File: config.mk
export PLATFORM = sky130hd
export DESIGN_NAME = reg4_bus_master
export DESIGN_NICKNAME = d
export VERILOG_FILES = /design/src/rtl/reg4_bus_master.sv
export SDC_FILE = /design/constraint.sdc
export NUM_CORES = 1
export LEC_CHECK = 0
export CORE_UTILIZATION = 38
export CTS_CLUSTER_SIZE = 28
export DETAILED_ROUTE_END_ITERATION = 12
export PLACE_DENSITY = 0.76
export SKIP_LAST_GASP = 1
export SYNTH_ARGS = -nofsm -noshare
export SYNTH_HDL_FRONTEND = slang
export SYNTH_SLANG_ARGS = --single-unit
File: constraint.sdc
create_clock -name clk -period 1.88 [get_ports clk]
set_clock_uncertainty 0.1 [all_clocks]
set_input_delay 0.282 -clock clk [delete_from_list [all_inputs] [get_ports clk]]
set_output_delay 0.282 -clock clk [all_outputs]
set_load 0.03 [all_outputs]
File: src/rtl/reg4_bus_master.sv
// Command-driven initiator for the 4-entry register-bank bus.
// Runs single/burst reads and writes and drives registered bank strobes.
module reg4_bus_master #(
    parameter int unsigned DATA_W = 16,
    parameter int unsigned ADDR_W = 2
) (
    input  logic              clk,
    input  logic              reset,
    input  logic              cmd_valid,
    output logic              cmd_ready,
    input  logic              cmd_wr,
    input  logic [ADDR_W-1:0] cmd_addr,
    input  logic [ADDR_W-1:0] cmd_len,
    input  logic              wd_valid,
    output logic              wd_ready,
    input  logic [DATA_W-1:0] wd_data,
    output logic              rd_valid,
    input  logic              rd_ready,
    output logic [DATA_W-1:0] rd_data,
    output logic              rd_last,
    output logic              busy,
    output logic              bus_sel,
    output logic              bus_wr,
    output logic [ADDR_W-1:0] bus_addr,
    output logic [DATA_W-1:0] bus_wdata,
    input  logic [DATA_W-1:0] bus_rdata
);

    localparam int unsigned BEATS_W = ADDR_W + 1;

    typedef enum logic [2:0] {
        S_IDLE,
        S_WR,
        S_RD_ISSUE,
        S_RD_CAPT,
        S_RD_RESP
    } state_t;

    state_t              state_q, state_d;
    logic [ADDR_W-1:0]   cur_q, cur_d;
    logic [BEATS_W-1:0]  beats_q, beats_d;
    logic                bus_sel_q, bus_sel_d;
    logic                bus_wr_q, bus_wr_d;
    logic [ADDR_W-1:0]   bus_addr_q, bus_addr_d;
    logic [DATA_W-1:0]   bus_wdata_q, bus_wdata_d;
    logic [DATA_W-1:0]   rd_data_q, rd_data_d;
    // Marks the cycle right after a reset edge so no command is taken while reset is held.
    logic                rst_q;

    always_ff @(posedge clk) begin
        if (reset) begin
            state_q     <= S_IDLE;
            cur_q       <= '0;
            beats_q     <= '0;
            bus_sel_q   <= 1'b0;
            bus_wr_q    <= 1'b0;
            bus_addr_q  <= '0;
            bus_wdata_q <= '0;
            rd_data_q   <= '0;
            rst_q       <= 1'b1;
        end else begin
            state_q     <= state_d;
            cur_q       <= cur_d;
            beats_q     <= beats_d;
            bus_sel_q   <= bus_sel_d;
            bus_wr_q    <= bus_wr_d;
            bus_addr_q  <= bus_addr_d;
            bus_wdata_q <= bus_wdata_d;
            rd_data_q   <= rd_data_d;
            rst_q       <= 1'b0;
        end
    end

    // Handshake readiness decoded from registered state only.
    assign cmd_ready = (state_q == S_IDLE) && !rst_q;
    assign wd_ready  = (state_q == S_WR);
    assign rd_valid  = (state_q == S_RD_RESP);
    assign rd_last   = rd_valid && (beats_q == BEATS_W'(1));
    assign busy      = (state_q != S_IDLE);

    assign bus_sel   = bus_sel_q;
    assign bus_wr    = bus_wr_q;
    assign bus_addr  = bus_addr_q;
    assign bus_wdata = bus_wdata_q;
    assign rd_data   = rd_data_q;

    // Strobes are set one cycle ahead so they appear registered in the target cycle.
    always_comb begin
        state_d     = state_q;
        cur_d       = cur_q;
        beats_d     = beats_q;
        bus_sel_d   = 1'b0;
        bus_wr_d    = 1'b0;
        bus_addr_d  = bus_addr_q;
        bus_wdata_d = bus_wdata_q;
        rd_data_d   = rd_data_q;

        case (state_q)
            S_IDLE: begin
                if (cmd_valid && cmd_ready) begin
                    cur_d   = cmd_addr;
                    beats_d = BEATS_W'(cmd_len) + BEATS_W'(1);
                    if (cmd_wr) begin
                        state_d = S_WR;
                    end else begin
                        state_d    = S_RD_ISSUE;
                        bus_sel_d  = 1'b1;
                        bus_addr_d = cmd_addr;
                    end
                end
            end
            S_WR: begin
                if (wd_valid) begin
                    bus_sel_d   = 1'b1;
                    bus_wr_d    = 1'b1;
                    bus_addr_d  = cur_q;
                    bus_wdata_d = wd_data;
                    cur_d       = cur_q + ADDR_W'(1);
                    beats_d     = beats_q - BEATS_W'(1);
                    if (beats_q == BEATS_W'(1)) begin
                        state_d = S_IDLE;
                    end
                end
            end
            S_RD_ISSUE: begin
                state_d = S_RD_CAPT;
            end
            S_RD_CAPT: begin
                rd_data_d = bus_rdata;
                state_d   = S_RD_RESP;
            end
            S_RD_RESP: begin
                if (rd_ready) begin
                    beats_d = beats_q - BEATS_W'(1);
                    if (beats_q == BEATS_W'(1)) begin
                        state_d = S_IDLE;
                    end else begin
                        cur_d      = cur_q + ADDR_W'(1);
                        bus_sel_d  = 1'b1;
                        bus_addr_d = cur_q + ADDR_W'(1);
                        state_d    = S_RD_ISSUE;
                    end
                end
            end
            default: begin
                state_d = S_IDLE;
            end
        endcase
    end

endmodule

==> results of run 1 <==
==> per-layer routing <==
metal  vias to the layer above  share of wire  GRT usage
met5                         -              0          0
met4                         0          0.011     0.0556
met3                         9           0.11     0.0768
met2                        88           0.46      0.330
met1                       893           0.42      0.236
li1                       1010              -          -
==> through the flow <==
stage / worst slack [ns] / hold WS (ns) / TNS (ns) / util
after detailed placement: -0.286 / 0.346 / -2.04 / 0.613
after floorplan: 0.0704 / 0.210 / 0 / -
after CTS: 0.00190 / 0.359 / 0 / 0.644
after global routing: -0.0464 / 0.372 / -0.112 / 0.650
after global placement: -0.222 / 0.341 / -1.57 / 0.613
final: 0.0120 / 0.355 / 0 / 0.650
==> cell usage after synthesis (all sizes together), types with 3 or more instances <==
cell / instances / area share
nand2: 72 / 0.14
dfxtp: 45 / 0.46
a21oi: 41 / 0.10
clkbuf: 14 / 0.027
o21ai: 8 / 0.020
and2: 5 / 0.017
inv: 5 / 0.0096
nor2: 5 / 0.0096
buf: 4 / 0.013
nor2b: 4 / 0.013
a211oi: 3 / 0.014
ha: 3 / 0.019
==> cell type report <==
class | count | area (um^2) | area share
timing repair buffer | 101 | 997 | 0.316
multi-input combinational | 176 | 1010 | 0.321
sequential | 45 | 903 | 0.287
clock inverter | 3 | 68.8 | 0.0218
clock buffer | 5 | 68.8 | 0.0218
inverter | 5 | 18.8 | 0.00595
tap | 67 | 83.8 | 0.0266
==> registers in the layout (all words and copies together), names as in the netlist <==
| name | count |
|---|---|
| rst_q | 1 |
| bus_sel | 1 |
| bus_wdata | 16 |
| state_q | 3 |
| cur_q | 2 |
| beats_q | 3 |
| rd_data | 16 |
| bus_wr | 1 |
| bus_addr | 2 |
==> cells by family (layout without fill, tap and decap cells) <==
group,Yosys count,count (layout)
adder cells (fa/ha/maj),3,3
XOR/XNOR,1,1
buffers and inverters,23,114
flip-flops,45,45
AND/OR/NAND/NOR,103,103
AO/OA/AOI/OAI,69,69
==> power breakdown <==
| part | internal, W | switching [W] |
|---|---|---|
| clock | 0.000535 | 0.000337 |
| combinational | 0.000280 | 0.000264 |
| sequential | 0.000996 | 0.0000341 |
==> how the worst max path moves through the flow <==
| stage | from | to | slack (ns) | cells past startpoint |
|---|---|---|---|---|
| floorplan | state_q[1] | cmd_ready | 0.07 | 4 |
| global placement | cmd_valid | cur_q[0] | -0.22 | 5 |
| detailed placement | cmd_valid | beats_q[0] | -0.29 | 5 |
| CTS | beats_q[1] | rd_last | 0.002 | 6 |
| global route | cmd_valid | cur_q[0] | -0.05 | 5 |
| finish | state_q[2] | cmd_ready | 0.01 | 4 |
==> repair_timing <==
| item | in CTS | in global routing |
|---|---|---|
| pin swaps | 0 | 3 |
| endpoints found under the setup margin | 4 | 7 |
| endpoints found under the hold margin | 0 | 0 |
| setup buffers | 0 | 1 |
| gates resized for setup | 7 | 3 |
==> critical path: cells and delay by family (launching register included) <==
family	cells	cell delay, ns
buffers and inverters	2	0.33
flip-flops	1	0.38
AND/OR/NAND/NOR	2	0.49
==> report_table.html, run 1 <==
<table>
<tr><th>Metric</th><th>Value</th></tr>
<tr><th colspan="2">CTS</th></tr>
<tr><td>Largest buffer count on any clock path</td><td>2</td></tr>
<tr><td>Number of buffers added by the clock tree synthesis step</td><td>5</td></tr>
<tr><td>Buffer type at the clock tree root</td><td>sky130_fd_sc_hd__clkbuf_8</td></tr>
<tr><td>CTS tree</td><td>built</td></tr>
<tr><td># hold bufs at CTS</td><td>0</td></tr>
<tr><td>Clock-pin slew on the worst setup and hold paths</td><td>around 0.090 ns</td></tr>
<tr><td># clock sinks</td><td>45</td></tr>
<tr><td>Number of levels in the clock H-tree</td><td>2</td></tr>
<tr><td>Clock latency at the later pin of the worst-skew pair</td><td>0.29 ns</td></tr>
<tr><th colspan="2">Critical path</th></tr>
<tr><td>Crit path largest cell delay</td><td>0.41 ns</td></tr>
<tr><td>Cell chain of the critical path</td><td>buf_4, or3_4, nor2_4, buf_4</td></tr>
<tr><td>Data arrival time at the worst-slack endpoint</td><td>around 1.5 ns</td></tr>
<tr><td>Nature of the critical path endpoint</td><td>output pin</td></tr>
<tr><td>Launch instance of the worst register-to-register path</td><td>state_q[2]</td></tr>
<tr><td>RR Endpoint</td><td>cur_q[0]</td></tr>
<tr><td>Worst Setup Start Kind</td><td>register</td></tr>
<tr><td>Cell depth of the worst flop-to-flop path</td><td>4</td></tr>
<tr><td>Worst Path Required</td><td>1.50 ns</td></tr>
<tr><td>Most common cell type on the critical path</td><td>sky130_fd_sc_hd__buf_4</td></tr>
<tr><td>Highest-delay cell along the critical path</td><td>sky130_fd_sc_hd__or3_4</td></tr>
<tr><td>Critical path start-end classification</td><td>register to output pin</td></tr>
<tr><td>Highest net fanout along the worst path</td><td>8</td></tr>
<tr><td>Flop2flop setup slack</td><td>approximately 0.080 ns</td></tr>
<tr><th colspan="2">Min path</th></tr>
<tr><td>Worst hold path cell count</td><td>2</td></tr>
<tr><td>Min-delay src</td><td>rd_data[15]</td></tr>
<tr><td>Class of the tightest hold or removal check</td><td>register to register</td></tr>
<tr><td>Hold Crit Endpoint</td><td>rd_data[15]</td></tr>
<tr><th colspan="2">Placed design</th></tr>
<tr><td>Placed Cells incl. Taps</td><td>393</td></tr>
<tr><td>RePlAce Congestion</td><td>slightly above 0.8</td></tr>
<tr><td>Placed standard-cell area</td><td>2970 um^2</td></tr>
<tr><td>Number of input and output port buffers inserted</td><td>82</td></tr>
<tr><td>Half-perimeter wire length after placement</td><td>3.85 mm</td></tr>
<tr><th colspan="2">Global routing</th></tr>
<tr><td>Via count of the first global-routing pass</td><td>1861</td></tr>
<tr><td>Maximum number of pins on one net before global-route repair</td><td>42</td></tr>
<tr><td>Global-route wire length before repair</td><td>8.31 mm</td></tr>
<tr><td>Initial antenna violation count</td><td>0</td></tr>
<tr><td>Total gr overflow</td><td>0</td></tr>
<tr><td>Overall global routing resource usage</td><td>0.198</td></tr>
<tr><th colspan="2">Routing</th></tr>
<tr><td>Iteration-0 DRC count of the detailed router</td><td>127</td></tr>
<tr><td>Detailed-routing iteration count for the pre-antenna-repair pass</td><td>4</td></tr>
<tr><td>Total wire length</td><td>approximately 5.3 mm</td></tr>
<tr><td>Average routed wire per standard cell</td><td>13.2 um</td></tr>
<tr><td>Number of vias in the routed layout</td><td>2000</td></tr>
<tr><td>Via-to-Cell Ratio</td><td>4.98</td></tr>
<tr><td>Number of nets with antenna violations after detailed routing</td><td>0</td></tr>
<tr><td>Count of unresolved DRC violations after routing</td><td>0</td></tr>
<tr><th colspan="2">Synth</th></tr>
<tr><td>Synth Area in Adders</td><td>0.0191</td></tr>
<tr><td>Share of synthesized area spent on multiplexers</td><td>0</td></tr>
<tr><td>Number of distinct library cells after synthesis</td><td>between 40 and 50</td></tr>
<tr><td>Top_reg_cell synth</td><td>sky130_fd_sc_hd__dfxtp_1</td></tr>
<tr><td>Flops &amp; latches, synth</td><td>between 40 and 50</td></tr>
<tr><td>Post-synth EDFFs</td><td>0</td></tr>
<tr><td>Ys Warns</td><td>0</td></tr>
<tr><td>Netlist area before placement</td><td>1960 um^2</td></tr>
<tr><td>Main combinational cell family by area after synthesis</td><td>simple AND/OR/NAND/NOR gates</td></tr>
<tr><td>Average size of a mapped cell</td><td>8.05 um^2</td></tr>
<tr><td>Fraction of synthesized cell area in xor and xnor cells</td><td>0.00446</td></tr>
<tr><td>Share of the synthesized area in compound gates (AO/OA/AOI/OAI)</td><td>0.229</td></tr>
<tr><td>Post-synthesis cell count</td><td>~240</td></tr>
<tr><td>Syn Nets</td><td>289</td></tr>
<tr><td>Simple-Gate Fraction of Synth Area</td><td>0.238</td></tr>
<tr><td>Portion of the post-synthesis area used by sequential elements</td><td>0.459</td></tr>
<tr><td>Async SR Flop Fraction</td><td>0</td></tr>
<tr><th colspan="2">Finish</th></tr>
<tr><td>Post-Layout Cell Count</td><td>between 400 and 500</td></tr>
<tr><td>Finished layout cell area</td><td>~3200 um^2</td></tr>
<tr><td>Most common cell after layout, fill and taps aside</td><td>sky130_fd_sc_hd__clkdlybuf4s50_1</td></tr>
<tr><td>Fraction of layout cells with a size suffix above 1</td><td>0.140</td></tr>
<tr><td># diodes</td><td>0</td></tr>
<tr><td>Final-layout fill cell count</td><td>412</td></tr>
<tr><td>Final net count</td><td>379</td></tr>
<tr><td>Area overhead of the layout relative to synthesis</td><td>60.5%</td></tr>
<tr><td>Most frequent cells in the layout</td><td>sky130_fd_sc_hd__clkdlybuf4s50_1 (77), sky130_fd_sc_hd__nand2_1 (72), sky130_fd_sc_hd__dfxtp_1 (43)</td></tr>
<tr><th colspan="2">Die</th></tr>
<tr><td>Core area</td><td>4850 um^2</td></tr>
<tr><td>Area of the die</td><td>between 5000 and 6000 um^2</td></tr>
<tr><td>Chip height</td><td>73.9 um</td></tr>
<tr><td>Die width</td><td>73.9 um</td></tr>
<tr><td>Total I/O pin count</td><td>83</td></tr>
<tr><td>Floorplan row count</td><td>25</td></tr>
<tr><td>Initial Util</td><td>0.405</td></tr>
<tr><th colspan="2">Pwr</th></tr>
<tr><td>Power density over the cells</td><td>776 nW/um^2</td></tr>
<tr><td>Power after layout</td><td>0.00245 W</td></tr>
<tr><td>LEAKAGE</td><td>approximately 1.1 nW</td></tr>
<tr><td>Worst VDD drop</td><td>0.494 mV</td></tr>
<tr><th colspan="2">STA</th></tr>
<tr><td>Maximum clock rate</td><td>535 MHz</td></tr>
<tr><td>Final worst-path cycle share</td><td>0.994</td></tr>
<tr><td>Tmin final</td><td>1.87 ns</td></tr>
<tr><td>Final-report hold violation count</td><td>0</td></tr>
<tr><td>Setup repair after global routing missed its margin</td><td>true</td></tr>
<tr><td>Final count of negative-setup-slack endpoints</td><td>0</td></tr>
<tr><td>Max-slew violation total from the final report</td><td>0</td></tr>
<tr><td>Slew margin rel.</td><td>0.696</td></tr>
<tr><td>Least-Margin Pin Slew</td><td>0.451 ns</td></tr>
<tr><th colspan="2">Job</th></tr>
<tr><td>Max-cap violation count</td><td>0</td></tr>
<tr><th colspan="2">Outcome</th></tr>
<tr><td>Run status</td><td>finished, final reports clean</td></tr>
</table>
No activity file was read; power rests on OpenSTA's default activity.
==> run 2, diff against run 1 <==
--- a/config.mk
+++ b/config.mk
@@ -8,6 +8,7 @@
 export CORE_UTILIZATION = 38
 export CTS_CLUSTER_SIZE = 28
 export DETAILED_ROUTE_END_ITERATION = 12
+export GPL_ROUTABILITY_DRIVEN = 0
 export PLACE_DENSITY = 0.76
 export SKIP_LAST_GASP = 1
 export SYNTH_ARGS = -nofsm -noshare
==> run 2 against run 1 <==
Compared with the run above:
- critical path depth unchanged
- routed wire length rose by 1.9%
- worst hold slack about the same
- fmax is 2.4% higher
- sequential cell count stayed put
- first-iteration DRC count rose by 0.79%
- clock-buffer cell count is 1 higher
- sequential power hardly changed
- die area is the same
==> report_table.html, run 2 (synthesis gave the netlist of run 1 again) <==
<table>
<tr><th>Metric</th><th>Value</th></tr>
<tr><th colspan="2">STA</th></tr>
<tr><td>Final worst-path cycle share</td><td>0.970 (-0.0236)</td></tr>
<tr><td>Final count of negative-setup-slack endpoints</td><td>0 (unchanged)</td></tr>
<tr><td>Tmin final</td><td>1.82 ns (-0.0443 ns)</td></tr>
<tr><td>Maximum clock rate</td><td>548 MHz (+2.4%)</td></tr>
<tr><td>Slew margin rel.</td><td>0.714 (+0.0182)</td></tr>
<tr><td>Final-report hold violation count</td><td>0 (unchanged)</td></tr>
<tr><td>Least-Margin Pin Slew</td><td>0.424 ns (-0.0270 ns)</td></tr>
<tr><td>Max-slew violation total from the final report</td><td>0 (unchanged)</td></tr>
<tr><th colspan="2">Finish</th></tr>
<tr><td>Post-Layout Cell Count</td><td>404 (+0.50%)</td></tr>
<tr><td>Fraction of layout cells with a size suffix above 1</td><td>0.154 (+0.0140)</td></tr>
<tr><td>Final net count</td><td>381 (+0.53%)</td></tr>
<tr><td>Most frequent cells in the layout</td><td>sky130_fd_sc_hd__clkdlybuf4s50_1 (76), sky130_fd_sc_hd__nand2_1 (72), sky130_fd_sc_hd__a21oi_1 (41)</td></tr>
<tr><td>Finished layout cell area</td><td>3140 um^2 (-0.36%)</td></tr>
<tr><td>Most common cell after layout, fill and taps aside</td><td>sky130_fd_sc_hd__clkdlybuf4s50_1</td></tr>
<tr><td># diodes</td><td>0 (unchanged)</td></tr>
<tr><td>Area overhead of the layout relative to synthesis</td><td>60.0%</td></tr>
<tr><th colspan="2">Routing</th></tr>
<tr><td>Detailed-routing iteration count for the pre-antenna-repair pass</td><td>4 (unchanged)</td></tr>
<tr><td>Count of unresolved DRC violations after routing</td><td>0 (unchanged)</td></tr>
<tr><td>Total wire length</td><td>5.40 mm (+1.9%)</td></tr>
<tr><td>Via-to-Cell Ratio</td><td>4.94 (-0.69%)</td></tr>
<tr><td>Number of nets with antenna violations after detailed routing</td><td>0 (unchanged)</td></tr>
<tr><td>Average routed wire per standard cell</td><td>13.4 um (+1.4%)</td></tr>
<tr><td>Number of vias in the routed layout</td><td>1996 (-0.20%)</td></tr>
<tr><td>Iteration-0 DRC count of the detailed router</td><td>128 (+0.79%)</td></tr>
<tr><th colspan="2">Outcome</th></tr>
<tr><td>Run status</td><td>finished, final reports clean</td></tr>
<tr><th colspan="2">Critical path</th></tr>
<tr><td>Critical path start-end classification</td><td>register to output pin</td></tr>
<tr><td>Highest net fanout along the worst path</td><td>10 (+2)</td></tr>
<tr><td>Nature of the critical path endpoint</td><td>output pin</td></tr>
<tr><td>Launch instance of the worst register-to-register path</td><td>state_q[2]</td></tr>
<tr><td>Worst Path Required</td><td>1.50 ns (about the same)</td></tr>
<tr><td>RR Endpoint</td><td>bus_addr[1]</td></tr>
<tr><td>Worst Setup Start Kind</td><td>register</td></tr>
<tr><td>Data arrival time at the worst-slack endpoint</td><td>1.44 ns (-0.05 ns)</td></tr>
<tr><td>Critical Path Start</td><td>state_q[0]</td></tr>
<tr><td>Flop2flop setup slack</td><td>0.06 ns (-0.02 ns)</td></tr>
<tr><td>Cell depth of the worst flop-to-flop path</td><td>4 (unchanged)</td></tr>
<tr><th colspan="2">Die</th></tr>
<tr><td>Area of the die</td><td>5460 um^2 (unchanged)</td></tr>
<tr><td>Die width</td><td>73.9 um (unchanged)</td></tr>
<tr><td>Core area</td><td>4850 um^2 (unchanged)</td></tr>
<tr><td>Chip height</td><td>73.9 um (unchanged)</td></tr>
<tr><td>Total I/O pin count</td><td>83 (unchanged)</td></tr>
<tr><td>Initial Util</td><td>0.405 (unchanged)</td></tr>
<tr><td>Floorplan row count</td><td>25 (unchanged)</td></tr>
<tr><th colspan="2">CTS</th></tr>
<tr><td># hold bufs at CTS</td><td>0 (unchanged)</td></tr>
<tr><td>Largest buffer count on any clock path</td><td>2 (unchanged)</td></tr>
<tr><td>Number of buffers added by the clock tree synthesis step</td><td>5 (unchanged)</td></tr>
<tr><td>Clock-pin slew on the worst setup and hold paths</td><td>0.08 ns (about the same)</td></tr>
<tr><td># clock sinks</td><td>45 (unchanged)</td></tr>
<tr><td>CTS tree</td><td>built</td></tr>
<tr><td>Buffer type at the clock tree root</td><td>sky130_fd_sc_hd__clkbuf_8</td></tr>
<tr><td>Clock latency at the later pin of the worst-skew pair</td><td>0.30 ns (about the same)</td></tr>
<tr><td>Number of levels in the clock H-tree</td><td>2 (unchanged)</td></tr>
<tr><th colspan="2">Placed design</th></tr>
<tr><td>Placed standard-cell area</td><td>2970 um^2 (-0.17%)</td></tr>
<tr><td>Number of input and output port buffers inserted</td><td>82 (unchanged)</td></tr>
<tr><td>Placed Cells incl. Taps</td><td>394 (+0.25%)</td></tr>
<tr><td>Half-perimeter wire length after placement</td><td>3.90 mm (+1.2%)</td></tr>
<tr><th colspan="2">Min path</th></tr>
<tr><td>Class of the tightest hold or removal check</td><td>register to register</td></tr>
<tr><td>Min-delay src</td><td>bus_wdata[2]</td></tr>
<tr><td>Hold Crit Endpoint</td><td>bus_wdata[2]</td></tr>
<tr><td>Worst hold path cell count</td><td>2 (unchanged)</td></tr>
<tr><th colspan="2">Global routing</th></tr>
<tr><td>Via count of the first global-routing pass</td><td>2011 (+8.1%)</td></tr>
<tr><td>Overall global routing resource usage</td><td>0.212 (+0.0134)</td></tr>
<tr><td>Initial antenna violation count</td><td>0 (unchanged)</td></tr>
<tr><td>Maximum number of pins on one net before global-route repair</td><td>42 (unchanged)</td></tr>
<tr><td>Total gr overflow</td><td>0 (unchanged)</td></tr>
<tr><td>Global-route wire length before repair</td><td>8.81 mm (+6.1%)</td></tr>
<tr><th colspan="2">Pwr</th></tr>
<tr><td>Power density over the cells</td><td>735 nW/um^2 (-5.3%)</td></tr>
<tr><td>Worst VDD drop</td><td>0.530 mV (+7.3%)</td></tr>
<tr><td>LEAKAGE</td><td>1.14 nW (+0.25%)</td></tr>
<tr><th colspan="2">Job</th></tr>
<tr><td>Max-cap violation count</td><td>0 (unchanged)</td></tr>
</table>
## run 2: report_power, final
group | internal [W] | switching [W]
Clock | 0.000399 | 0.000333
Combinational | 0.000282 | 0.000264
Sequential | 0.000996 | 0.0000344
## run 2: metal layers
layer	track usage	share of wire	routed length (um)
met4	0.0620	0.0065	35
met5	0	0	0
met2	0.367	0.50	2710
met1	0.244	0.43	2310
met3	0.0741	0.063	338
## run 2: worst max-delay path by stage
| stage | end | slack, ns | cells after the start |
|---|---|---|---|
| finish | cmd_ready | 0.06 | 4 |
| global route | bus_addr[1] | -0.03 | 4 |
| CTS | cmd_ready | 0.004 | 4 |
| detailed placement | cur_q[0] | -0.32 | 5 |
| global placement | cur_q[0] | -0.22 | 5 |
| floorplan | cmd_ready | 0.07 | 4 |
## run 2: repair_timing
action,in CTS,in global routing
hold endpoints to repair,0,0
gates resized for setup,9,10
pin swaps,0,4
buffers inserted,0,2
setup endpoints to repair,7,8
gates cloned,0,0
## run 2: layout make-up
class	count	area, um^2
Fill cell	435	1710
Timing Repair Buffer	103	1010
Multi-Input combinational cell	176	1010
Sequential cell	45	910
Tap cell	67	83.8
Clock buffer	6	72.6
Clock inverter	2	38.8
Inverter	5	18.8
## run 2: per-stage QoR
stage          setup WS [ns]   util  power (W)  TNS (ns)  hold WS, ns
2_1_floorplan         0.0704      -    0.00133         0        0.210
3_3_place_gp          -0.224  0.612    0.00156     -1.59        0.341
3_5_place_dp          -0.322  0.612    0.00157     -2.15        0.346
4_1_cts              0.00368  0.639    0.00232         0        0.358
5_1_grt              -0.0254  0.648    0.00242   -0.0379        0.375
6_report              0.0563  0.648    0.00231         0        0.355
## run 2: worst max-delay path, cell delays in order, from the launching register on
cell and delay (ns):
sky130_fd_sc_hd__dfxtp_2 0.35, sky130_fd_sc_hd__buf_4 0.18, sky130_fd_sc_hd__or3_4 0.39, sky130_fd_sc_hd__nor2_4 0.09
sky130_fd_sc_hd__buf_6 0.13
